--- src/rtl/spi_arbiter.sv ---
// rtl/spi_arbiter.sv - round-robin arbiter serialising byte transfers onto an spi register bus
//
// Ports:
//   clk, reset                 clock and asynchronous active-low reset
//   reqValid/reqReady          per-requester handshake (reqReady one-hot, IDLE only)
//   reqData, reqCfg            per-requester byte to send and spi configuration word
//   rspValid/rspData/rspError  one-cycle response pulse to the granted requester
//   spiRead/spiWrite           single-cycle register strobes, never both high
//   spiAddress/spiDataOut      register select (0 tx, 1 rx, 2 status, 3 config) and write data
//   spiReadValid/spiDataIn     read return; status bit0 = transmitReady, bit1 = receiveValid
module spi_arbiter #(
    parameter int NUMREQ  = 4,
    parameter int TIMEOUT = 4096
) (
    input  logic                     clk,
    input  logic                     reset,
    input  logic [NUMREQ-1:0]        reqValid,
    output logic [NUMREQ-1:0]        reqReady,
    input  logic [NUMREQ-1:0][7:0]   reqData,
    input  logic [NUMREQ-1:0][31:0]  reqCfg,
    output logic [NUMREQ-1:0]        rspValid,
    output logic [7:0]               rspData,
    output logic                     rspError,
    output logic                     spiRead,
    output logic                     spiWrite,
    output logic [1:0]               spiAddress,
    output logic [31:0]              spiDataOut,
    input  logic                     spiReadValid,
    input  logic [31:0]              spiDataIn
);

    localparam int IW = (NUMREQ > 1) ? $clog2(NUMREQ) : 1;
    localparam logic [15:0] WAIT_LIMIT = 16'(TIMEOUT - 1);

    typedef enum logic [2:0] {IDLE, GRANT, CFG, POLLTX, TXWR, POLLRX, RXRD, RESP} state_t;

    state_t          state, state_nx;
    logic [1:0]      rst_sync;
    logic            run;
    logic [IW-1:0]   rr_ptr, grant_idx, winner, winner_nx;
    logic            found;
    logic [7:0]      data_q, rsp_data_q;
    logic [31:0]     cfg_q, cache_cfg;
    logic            cache_valid, pending, rsp_err_q;
    logic [15:0]     wait_cnt;
    logic            read_done, timed_out;
    logic            unused_din;

    assign unused_din = ^spiDataIn[31:8];

    // Reset release is re-timed so the FSM cannot grant before the second edge.
    always_ff @(posedge clk or negedge reset) begin
        if (!reset) rst_sync <= 2'b00;
        else        rst_sync <= {rst_sync[0], 1'b1};
    end
    assign run = rst_sync[1];

    // Round-robin search starting at rr_ptr, wrapping modulo NUMREQ.
    always_comb begin
        logic [IW:0] sum;
        found     = 1'b0;
        winner    = '0;
        winner_nx = '0;
        sum       = '0;
        for (int k = 0; k < NUMREQ; k++) begin
            sum = {1'b0, rr_ptr} + (IW+1)'(k);
            if (sum >= (IW+1)'(NUMREQ)) sum = sum - (IW+1)'(NUMREQ);
            if (!found && reqValid[sum[IW-1:0]]) begin
                found  = 1'b1;
                winner = sum[IW-1:0];
            end
        end
        sum = {1'b0, winner} + (IW+1)'(1);
        if (sum >= (IW+1)'(NUMREQ)) sum = '0;
        winner_nx = sum[IW-1:0];
    end

    always_ff @(posedge clk or negedge reset) begin
        if (!reset) state <= IDLE;
        else        state <= state_nx;
    end

    always_comb begin
        state_nx   = state;
        reqReady   = '0;
        rspValid   = '0;
        rspData    = '0;
        rspError   = 1'b0;
        spiRead    = 1'b0;
        spiWrite   = 1'b0;
        spiAddress = 2'd0;
        spiDataOut = '0;
        read_done  = 1'b0;
        timed_out  = 1'b0;
        case (state)
            IDLE: begin
                if (run && found) begin
                    reqReady[winner] = 1'b1;
                    state_nx         = GRANT;
                end
            end
            GRANT: state_nx = (!cache_valid || cfg_q != cache_cfg) ? CFG : POLLTX;
            CFG: begin
                spiWrite   = 1'b1;
                spiAddress = 2'd3;
                spiDataOut = cfg_q;
                state_nx   = POLLTX;
            end
            POLLTX, POLLRX, RXRD: begin
                // First cycle strobes; afterwards the bus idles until data or timeout.
                if (!pending) begin
                    spiRead    = 1'b1;
                    spiAddress = (state == RXRD) ? 2'd1 : 2'd2;
                end else if (spiReadValid) begin
                    read_done = 1'b1;
                    case (state)
                        POLLTX:  if (spiDataIn[0]) state_nx = TXWR;
                        POLLRX:  if (spiDataIn[1]) state_nx = RXRD;
                        default: state_nx = RESP;
                    endcase
                end else if (wait_cnt >= WAIT_LIMIT) begin
                    timed_out = 1'b1;
                    state_nx  = RESP;
                end
            end
            TXWR: begin
                spiWrite   = 1'b1;
                spiAddress = 2'd0;
                spiDataOut = {24'b0, data_q};
                state_nx   = POLLRX;
            end
            RESP: begin
                rspValid[grant_idx] = 1'b1;
                rspData             = rsp_data_q;
                rspError            = rsp_err_q;
                state_nx            = IDLE;
            end
            default: state_nx = IDLE;
        endcase
    end

    always_ff @(posedge clk or negedge reset) begin
        if (!reset) begin
            rr_ptr      <= '0;
            grant_idx   <= '0;
            data_q      <= '0;
            cfg_q       <= '0;
            cache_cfg   <= '0;
            cache_valid <= 1'b0;
            pending     <= 1'b0;
            wait_cnt    <= '0;
            rsp_data_q  <= '0;
            rsp_err_q   <= 1'b0;
        end else begin
            if (state == IDLE && run && found) begin
                grant_idx <= winner;
                data_q    <= reqData[winner];
                cfg_q     <= reqCfg[winner];
                rr_ptr    <= winner_nx;
                pending   <= 1'b0;
            end
            if (state == CFG) begin
                cache_cfg   <= cfg_q;
                cache_valid <= 1'b1;
            end
            if (spiRead || spiWrite) wait_cnt <= '0;
            if (spiRead) pending <= 1'b1;
            if (pending && !spiReadValid && !timed_out) wait_cnt <= wait_cnt + 16'd1;
            if (read_done) begin
                pending <= 1'b0;
                if (state == RXRD) begin
                    rsp_data_q <= spiDataIn[7:0];
                    rsp_err_q  <= 1'b0;
                end
            end
            if (timed_out) begin
                pending     <= 1'b0;
                rsp_data_q  <= '0;
                rsp_err_q   <= 1'b1;
                cache_valid <= 1'b0;
            end
        end
    end

endmodule

--- config.mk ---
export PLATFORM = sky130hd
export DESIGN_NAME = spi_arbiter
export DESIGN_NICKNAME = d
export VERILOG_FILES = /design/src/rtl/spi_arbiter.sv
export SDC_FILE = /design/constraint.sdc
export NUM_CORES = 1
export LEC_CHECK = 0
export CAP_MARGIN = 25
export CORE_ASPECT_RATIO = 1.2
export CORE_MARGIN = 4
export CORE_UTILIZATION = 45
export CTS_CLUSTER_DIAMETER = 60
export DETAILED_ROUTE_END_ITERATION = 10
export GPL_ROUTABILITY_DRIVEN = 0
export PLACE_DENSITY_LB_ADDON = 0.05
export SETUP_SLACK_MARGIN = 0.05
export SLEW_MARGIN = 5
export SYNTH_ARGS = -nofsm -noshare
export SYNTH_HDL_FRONTEND = slang
export SYNTH_SLANG_ARGS = --single-unit
export TNS_END_PERCENT = 100
--- constraint.sdc ---
create_clock -name clk -period 2.55 [get_ports clk]
set_clock_uncertainty 0.1 [all_clocks]
set_input_delay 0.255 -clock clk [delete_from_list [all_inputs] [get_ports clk]]
set_output_delay 0.255 -clock clk [all_outputs]
set_load 0.03 [all_outputs]
==> results of run 1 <==
per-stage QoR:
step / instances / setup WS (ps) / power (mW)
2_1_floorplan: 615 / 345 / 6.22
3_3_place_gp: 997 / -108 / 7.67
3_5_place_dp: 997 / -224 / 7.84
4_1_cts: 1014 / 34.6 / 9.39
5_1_grt: 1016 / 48.3 / 9.96
6_report: 1016 / 163 / 9.36
power groups by stage:
stage                     registers (mW)  clock network, mW  logic [mW]
after floorplan                     2.94                  0        3.27
final                               3.22               1.51        4.63
after detailed placement            3.23                  0        4.61
after global routing                3.33               1.60        5.04
after CTS                           3.22               1.52        4.65
after global placement              3.18                  0        4.50
sequential cells by signal, indices dropped and copies added (netlist names):
signal and count:
rr_ptr 2, rsp_data_q 8, cache_valid 1, rst_sync 2, cfg_q 32, wait_cnt 16
data_q 8, grant_idx 2, rsp_err_q 1, cache_cfg 32, state 3, pending 1
layer usage:
layer	track usage (%)	vias up
met3	3.45	41
met5	0	-
met2	41.0	208
met1	27.2	2787
met4	10.0	0
li1	-	2711
worst max-delay path, cell delays in order (launching register included):
cell and delay (ps):
sky130_fd_sc_hd__dfrtp_1 520, sky130_fd_sc_hd__and3_4 320, sky130_fd_sc_hd__and3b_1 180, sky130_fd_sc_hd__clkdlybuf4s50_1 670
layout make-up:
class,count,area (sq um)
fillers,1135,4580
multi-input cells,460,3550
clock buffers,11,243
well taps,171,214
inverters,6,22.5
repair buffers,255,2490
clock inverters,5,75.1
flip-flops and latches,108,2710
cells by family (layout without fill, tap and decap cells):
logic type                 Yosys count  after routing  synth area share (%)
DFF                                108            108                  42.0
buffers and inverters               47            277                  3.52
xor gates and xnor gates            35             35                  4.77
adders and majority gates            5              5                 0.973
other                                1              1                0.0583
AOI/OAI and AO/OA                  103            103                  12.6
muxes                              126            126                  20.3
and+or+nand+nor                    190            190                  15.7
repair_timing:
action	in CTS	in global routing
hold buffers	1	0
setup endpoints to repair	52	18
gates cloned	0	0
resized for setup	4	5
endpoints found under the hold margin	40	0
synth_stat cells, types with 2 or more instances:
master / number / area [sq um]
sky130_fd_sc_hd__nor3_1: 6 / 30.0
sky130_fd_sc_hd__nand2_1: 17 / 63.8
sky130_fd_sc_hd__nor4b_1: 4 / 35.0
sky130_fd_sc_hd__nand3_1: 6 / 30.0
sky130_fd_sc_hd__xor2_1: 4 / 35.0
sky130_fd_sc_hd__and2_1: 38 / 238
sky130_fd_sc_hd__mux2_2: 35 / 394
sky130_fd_sc_hd__a221o_1: 7 / 70.1
sky130_fd_sc_hd__a21oi_1: 10 / 50.1
sky130_fd_sc_hd__dfrtp_1: 108 / 2700
sky130_fd_sc_hd__a21o_1: 8 / 60.1
sky130_fd_sc_hd__xnor2_1: 31 / 272
sky130_fd_sc_hd__buf_2: 13 / 65.1
sky130_fd_sc_hd__a221oi_1: 40 / 350
sky130_fd_sc_hd__nor2_1: 69 / 259
sky130_fd_sc_hd__inv_1: 6 / 22.5
sky130_fd_sc_hd__ha_1: 5 / 62.6
sky130_fd_sc_hd__nor2b_1: 5 / 31.3
sky130_fd_sc_hd__or3_1: 6 / 37.5
sky130_fd_sc_hd__clkbuf_1: 19 / 71.3
sky130_fd_sc_hd__and3_1: 6 / 37.5
sky130_fd_sc_hd__nand2b_1: 3 / 18.8
sky130_fd_sc_hd__a22oi_1: 8 / 60.1
sky130_fd_sc_hd__a211oi_1: 6 / 45.0
sky130_fd_sc_hd__o31ai_1: 2 / 15.0
sky130_fd_sc_hd__nand4_1: 10 / 62.6
sky130_fd_sc_hd__nor4_1: 8 / 50.1
sky130_fd_sc_hd__o21ai_0: 7 / 35.0
sky130_fd_sc_hd__buf_4: 7 / 52.6
sky130_fd_sc_hd__o211ai_1: 2 / 15.0
sky130_fd_sc_hd__mux2i_1: 91 / 911
worst paths after layout:
| check | end | start | depth (start not counted) |
|---|---|---|---|
| setup reg to reg | wait_cnt[4] | wait_cnt[0] | 8 |
| hold / removal | rst_sync[1] | rst_sync[0] | 0 |
| max in group asynchronous | cache_cfg[12] | reset | 3 |
| hold reg to reg | rst_sync[1] | rst_sync[0] | 0 |
| setup / recovery | rspValid[2] | state[2] | 3 |
| min in group asynchronous | rr_ptr[0] | reset | 2 |
==> impl_metrics.ini, run 1 <==
[clock_network]
clock_latency_ps = 340
ctsRootBufferMaster = sky130_fd_sc_hd__clkbuf_16
cts.reportedPaths.clkPinSlew_ps = 70
clk_path_buf_depth = 2
cts.htree.levels = 3
tritoncts = built
postCtsSetupBuffers = 0
clock-sinks = 108
tritoncts.num_buffers = 9

[sta]
period_share_pct = 93.6
hold-worst-slack_ps = 260
fmax_ghz = 0.419
hold_viol = 0
worst_slew_pin_slew_ps = 592
timing.final.setup_violations = 0
report.final.slew_viol_count = 0
relSlewSlack_pct = 60.5
min_period_ps = 2390
grt_setup_unrepaired = true
timing.setup.tns_ps = 0

[setup_path]
worstPathRequired_ps = 2190
start_kind = register
worst-endpoint-arrival_ps = 2030
critical_path.max_fanout = 13
criticalPathCategory = register to output pin
worst_setup_path_end_kind = output pin
setup.reg_to_reg.worst_slack_ps = 200

[global_route]
groute.usage.overall_pct = 23.1
grt_antenna_before_repair = 0
first_global_vias = 6109
overflow = 0
grt_first_pass_wirelength_um = 30300
pin_count_of_the_biggest_net_entering_global_routing = 57

[place]
place.port_buffers = 227
hpwlAfterDp_um = 14200
detailed_place.area_sq_um = 8890

[drt]
post_route_met1_wirelength_um = 7250
drt_first_pass_iters = 5
postRouteAntennaNets = 0
dr.first_iter.drc_count = 292
vias = 5747
route.detailed.drc = 0
detailroute.wirelength.met3_um = 816
highest_layer = met4
wl_met2_um = 10100
wire_per_inst_um = 18.5
drt_wl_total_um = 18800
avgViaCountPerCell = 5.66

[power]
p_clk_share_pct = 16.1
power.density_nw_per_um2 = 1010
power.static_leakage_nw = 4.06
power_frac_seq_pct = 34.4
power.share.combinational_pct = 49.5
swShare_pct = 39.4
power_report.internal_total_mw = 5.67
switchingPower_mw = 3.69
vdd_drop_max_uv = 455

[floorplan]
design.core.area_sq_um = 13900
io_pins = 252
die_area_sq_um = 16300
fp_rows = 47
initial_core_util_pct = 46.3
die_y_um = 139
die-width_um = 117

[synthesis]
number_of_library_cell_types_mapped_by_synthesis = 59
synth.avg_cell_area_sq_um = 10.5
mappedNetlistArea_sq_um = 6430
synth_fp_nets = 819
asyncSetResetFlopFracSynth_pct = 100
ys_seq_area_share_pct = 42.0
synth_edf_count = 0
synth_ff_type = sky130_fd_sc_hd__dfrtp_1
yosys_warnings = 0
syn_inst = 615
synth-seq-cells = 108

[layout]
final_net_count = 1044
layout_cell_share_with_drive_strength_beyond_1_pct = 16.2
antenna_cells = 0
final_core_utilization_pct = 67.0
layout_commonest_cell = sky130_fd_sc_hd__clkdlybuf4s50_1
finalInstanceArea_sq_um = 9300
area_growth_pct = 44.6
mostFrequentLayoutCells = 186 x sky130_fd_sc_hd__clkdlybuf4s50_1, 105 x sky130_fd_sc_hd__dfrtp_1, 91 x sky130_fd_sc_hd__mux2i_1

[outcome]
status = finished clean

[hold_path]
hold_crit_class = register to register

[flow_run]
timing.max_cap.violations = 0
Power figures use the tool's default switching activity.
==> run 2, diff against run 1 <==
Settings changed: CORE_UTILIZATION 45 to 60, DONT_BUFFER_PORTS set to 1.
==> run 2 against run 1 <==
The run now ends with hold timing left; register-to-register slack about the same; cell area down 24%; routed wire length down 19%; final cell count down 26%; critical path type unchanged; highest routed layer unchanged.
==> impl_metrics.ini, run 2 (synthesis gave the netlist of run 1 again) <==
[floorplan]
fp_rows = 41
design.core.area_sq_um = 10500
die_area_sq_um = 12400
die_y_um = 121
initial_core_util_pct = 61.2
die-width_um = 103
io_pins = 252

[clock_network]
tritoncts = built
clock_latency_ps = 340
clk_path_buf_depth = 2
tritoncts.num_buffers = 9
cts_hold_repair.buffers = 8
ctsRootBufferMaster = sky130_fd_sc_hd__clkbuf_16
postCtsSetupBuffers = 0
cts.htree.levels = 3
clock-sinks = 108
cts.reportedPaths.clkPinSlew_ps = 70

[drt]
drt_first_pass_iters = 5
vias = 4921
dr.first_iter.drc_count = 278
postRouteAntennaNets = 0
drt_wl_total_um = 15200
wire_per_inst_um = 20.2
route.detailed.drc = 0
avgViaCountPerCell = 6.53

[outcome]
violations_in_the_final_reports = hold timing
status = finished with violations

[layout]
final_net_count = 824
reg.largest.list = cache_cfg (32), cfg_q (32), wait_cnt (16)
layout_cell_share_with_drive_strength_beyond_1_pct = 15.2
final_core_utilization_pct = 67.4
mostFrequentLayoutCells = 107 x sky130_fd_sc_hd__dfrtp_1, 91 x sky130_fd_sc_hd__mux2i_1, 66 x sky130_fd_sc_hd__nor2_1
layout_commonest_cell = sky130_fd_sc_hd__dfrtp_1
antenna_cells = 0
area_growth_pct = 10.1

[sta]
hold-worst-slack_ps = -502
worst_slew_pin_slew_ps = 683
relSlewSlack_pct = 54.6
hold_viol = 108
timing.final.setup_violations = 0
fmax_ghz = 0.416
grt_setup_unrepaired = false
min_period_ps = 2400
report.final.slew_viol_count = 0
period_share_pct = 94.2
timing.setup.tns_ps = 0

[power]
swShare_pct = 40.1
power.density_nw_per_um2 = 1210
vdd_drop_max_uv = 589
p_clk_share_pct = 17.4
power.share.combinational_pct = 45.5
switchingPower_mw = 3.44
power_report.internal_total_mw = 5.15
power.static_leakage_nw = 3.10
power_frac_seq_pct = 37.1

[setup_path]
path_buf_inv = 2
worstPathRequired_ps = 2190
cp_slowest_cell = sky130_fd_sc_hd__nor2b_1
worst-r2r-cell-count = 7
worst_setup_path_end_kind = output pin
critPathMostFrequentCell = sky130_fd_sc_hd__buf_4
criticalPathCategory = register to output pin
worst-path-stages = 5
max_stage_delay_ps = 500
start_kind = register
cp_top_family = simple AND/OR/NAND/NOR gates
critical_path.max_fanout = 10
critical_path.cell_chain = buf_4 > nor2b_1 > a22oi_1 > nor2_1 > buf_4
worst-endpoint-arrival_ps = 2050

[place]
place.port_buffers = 0
hpwlAfterDp_um = 10800

[global_route]
overflow = 0
groute.usage.overall_pct = 24.6
grt_antenna_before_repair = 0
grt_first_pass_wirelength_um = 24200
first_global_vias = 4929
pin_count_of_the_biggest_net_entering_global_routing = 109

[flow_run]
timing.max_cap.violations = 0

[hold_path]
hold_crit_class = input port to asynchronous set/reset pin
run 2: cell count changes in the layout (fill, tap and decap cells not counted), moves of 2 or more:
cell	delta
sky130_fd_sc_hd__dfrtp_1	+2
sky130_fd_sc_hd__clkinvlp_4	+2
sky130_fd_sc_hd__buf_16	-2
sky130_fd_sc_hd__dfrtp_2	-2
sky130_fd_sc_hd__buf_4	-38
sky130_fd_sc_hd__clkdlybuf4s50_1	-186
sky130_fd_sc_hd__clkinv_2	-2
sky130_fd_sc_hd__and3_2	+2
sky130_fd_sc_hd__dlygate4sd3_1	+7
run 2: through the flow:
| stage | cell area (sq um) | std cells | total power, mW | setup WS, ps |
|---|---|---|---|---|
| 5_1_grt | 7080 | 754 | 9.15 | 40.7 |
| 2_1_floorplan | 6430 | 615 | 6.22 | 345 |
| 6_report | 7080 | 754 | 8.59 | 148 |
| 4_1_cts | 7080 | 754 | 8.65 | 98.8 |
| 3_3_place_gp | 6680 | 730 | 6.98 | 319 |
| 3_5_place_dp | 6680 | 730 | 7.12 | 255 |
run 2: final timing paths:
kind	startpoint	to	slack, ps
max	state[1]	spiDataOut[0]	150
max reg2reg	wait_cnt[0]	wait_cnt[10]	210
min	reset	rsp_data_q[4]	-500
min in group clk	spiReadValid	wait_cnt[1]	40
min reg2reg	rst_sync[0]	rst_sync[1]	260
max in group asynchronous	reset	cache_cfg[16]	2670
run 2: what timing repair did:
action	in CTS	in global routing
endpoints found under the setup margin	0	4
hold endpoints to repair	116	108
gates resized for setup	0	4
run 2: final cells by class:
type,count,area (sq um)
clock buffer,10,229
sequential,108,2700
timing repair buffer,35,349
fill,802,3430
clock inverter,6,88.8
tap,129,161
multi-input combinational,460,3530
inverter,6,22.5
run 2: per-layer routing:
metal	GRT usage [%]	vias up	wire length, um
met5	0	-	0
met4	11.3	0	467
met3	3.74	34	852
met2	41.9	190	7990
met1	30.1	2421	5930
li1	-	2276	-
run 2: power by group through the flow:
stage / Sequential, mW / Combinational [mW] / Clock, mW
2_1_floorplan: 2.94 / 3.27 / 0
3_3_place_gp: 3.18 / 3.81 / 0
3_5_place_dp: 3.22 / 3.90 / 0
4_1_cts: 3.19 / 3.94 / 1.52
5_1_grt: 3.29 / 4.27 / 1.58
6_report: 3.19 / 3.90 / 1.49
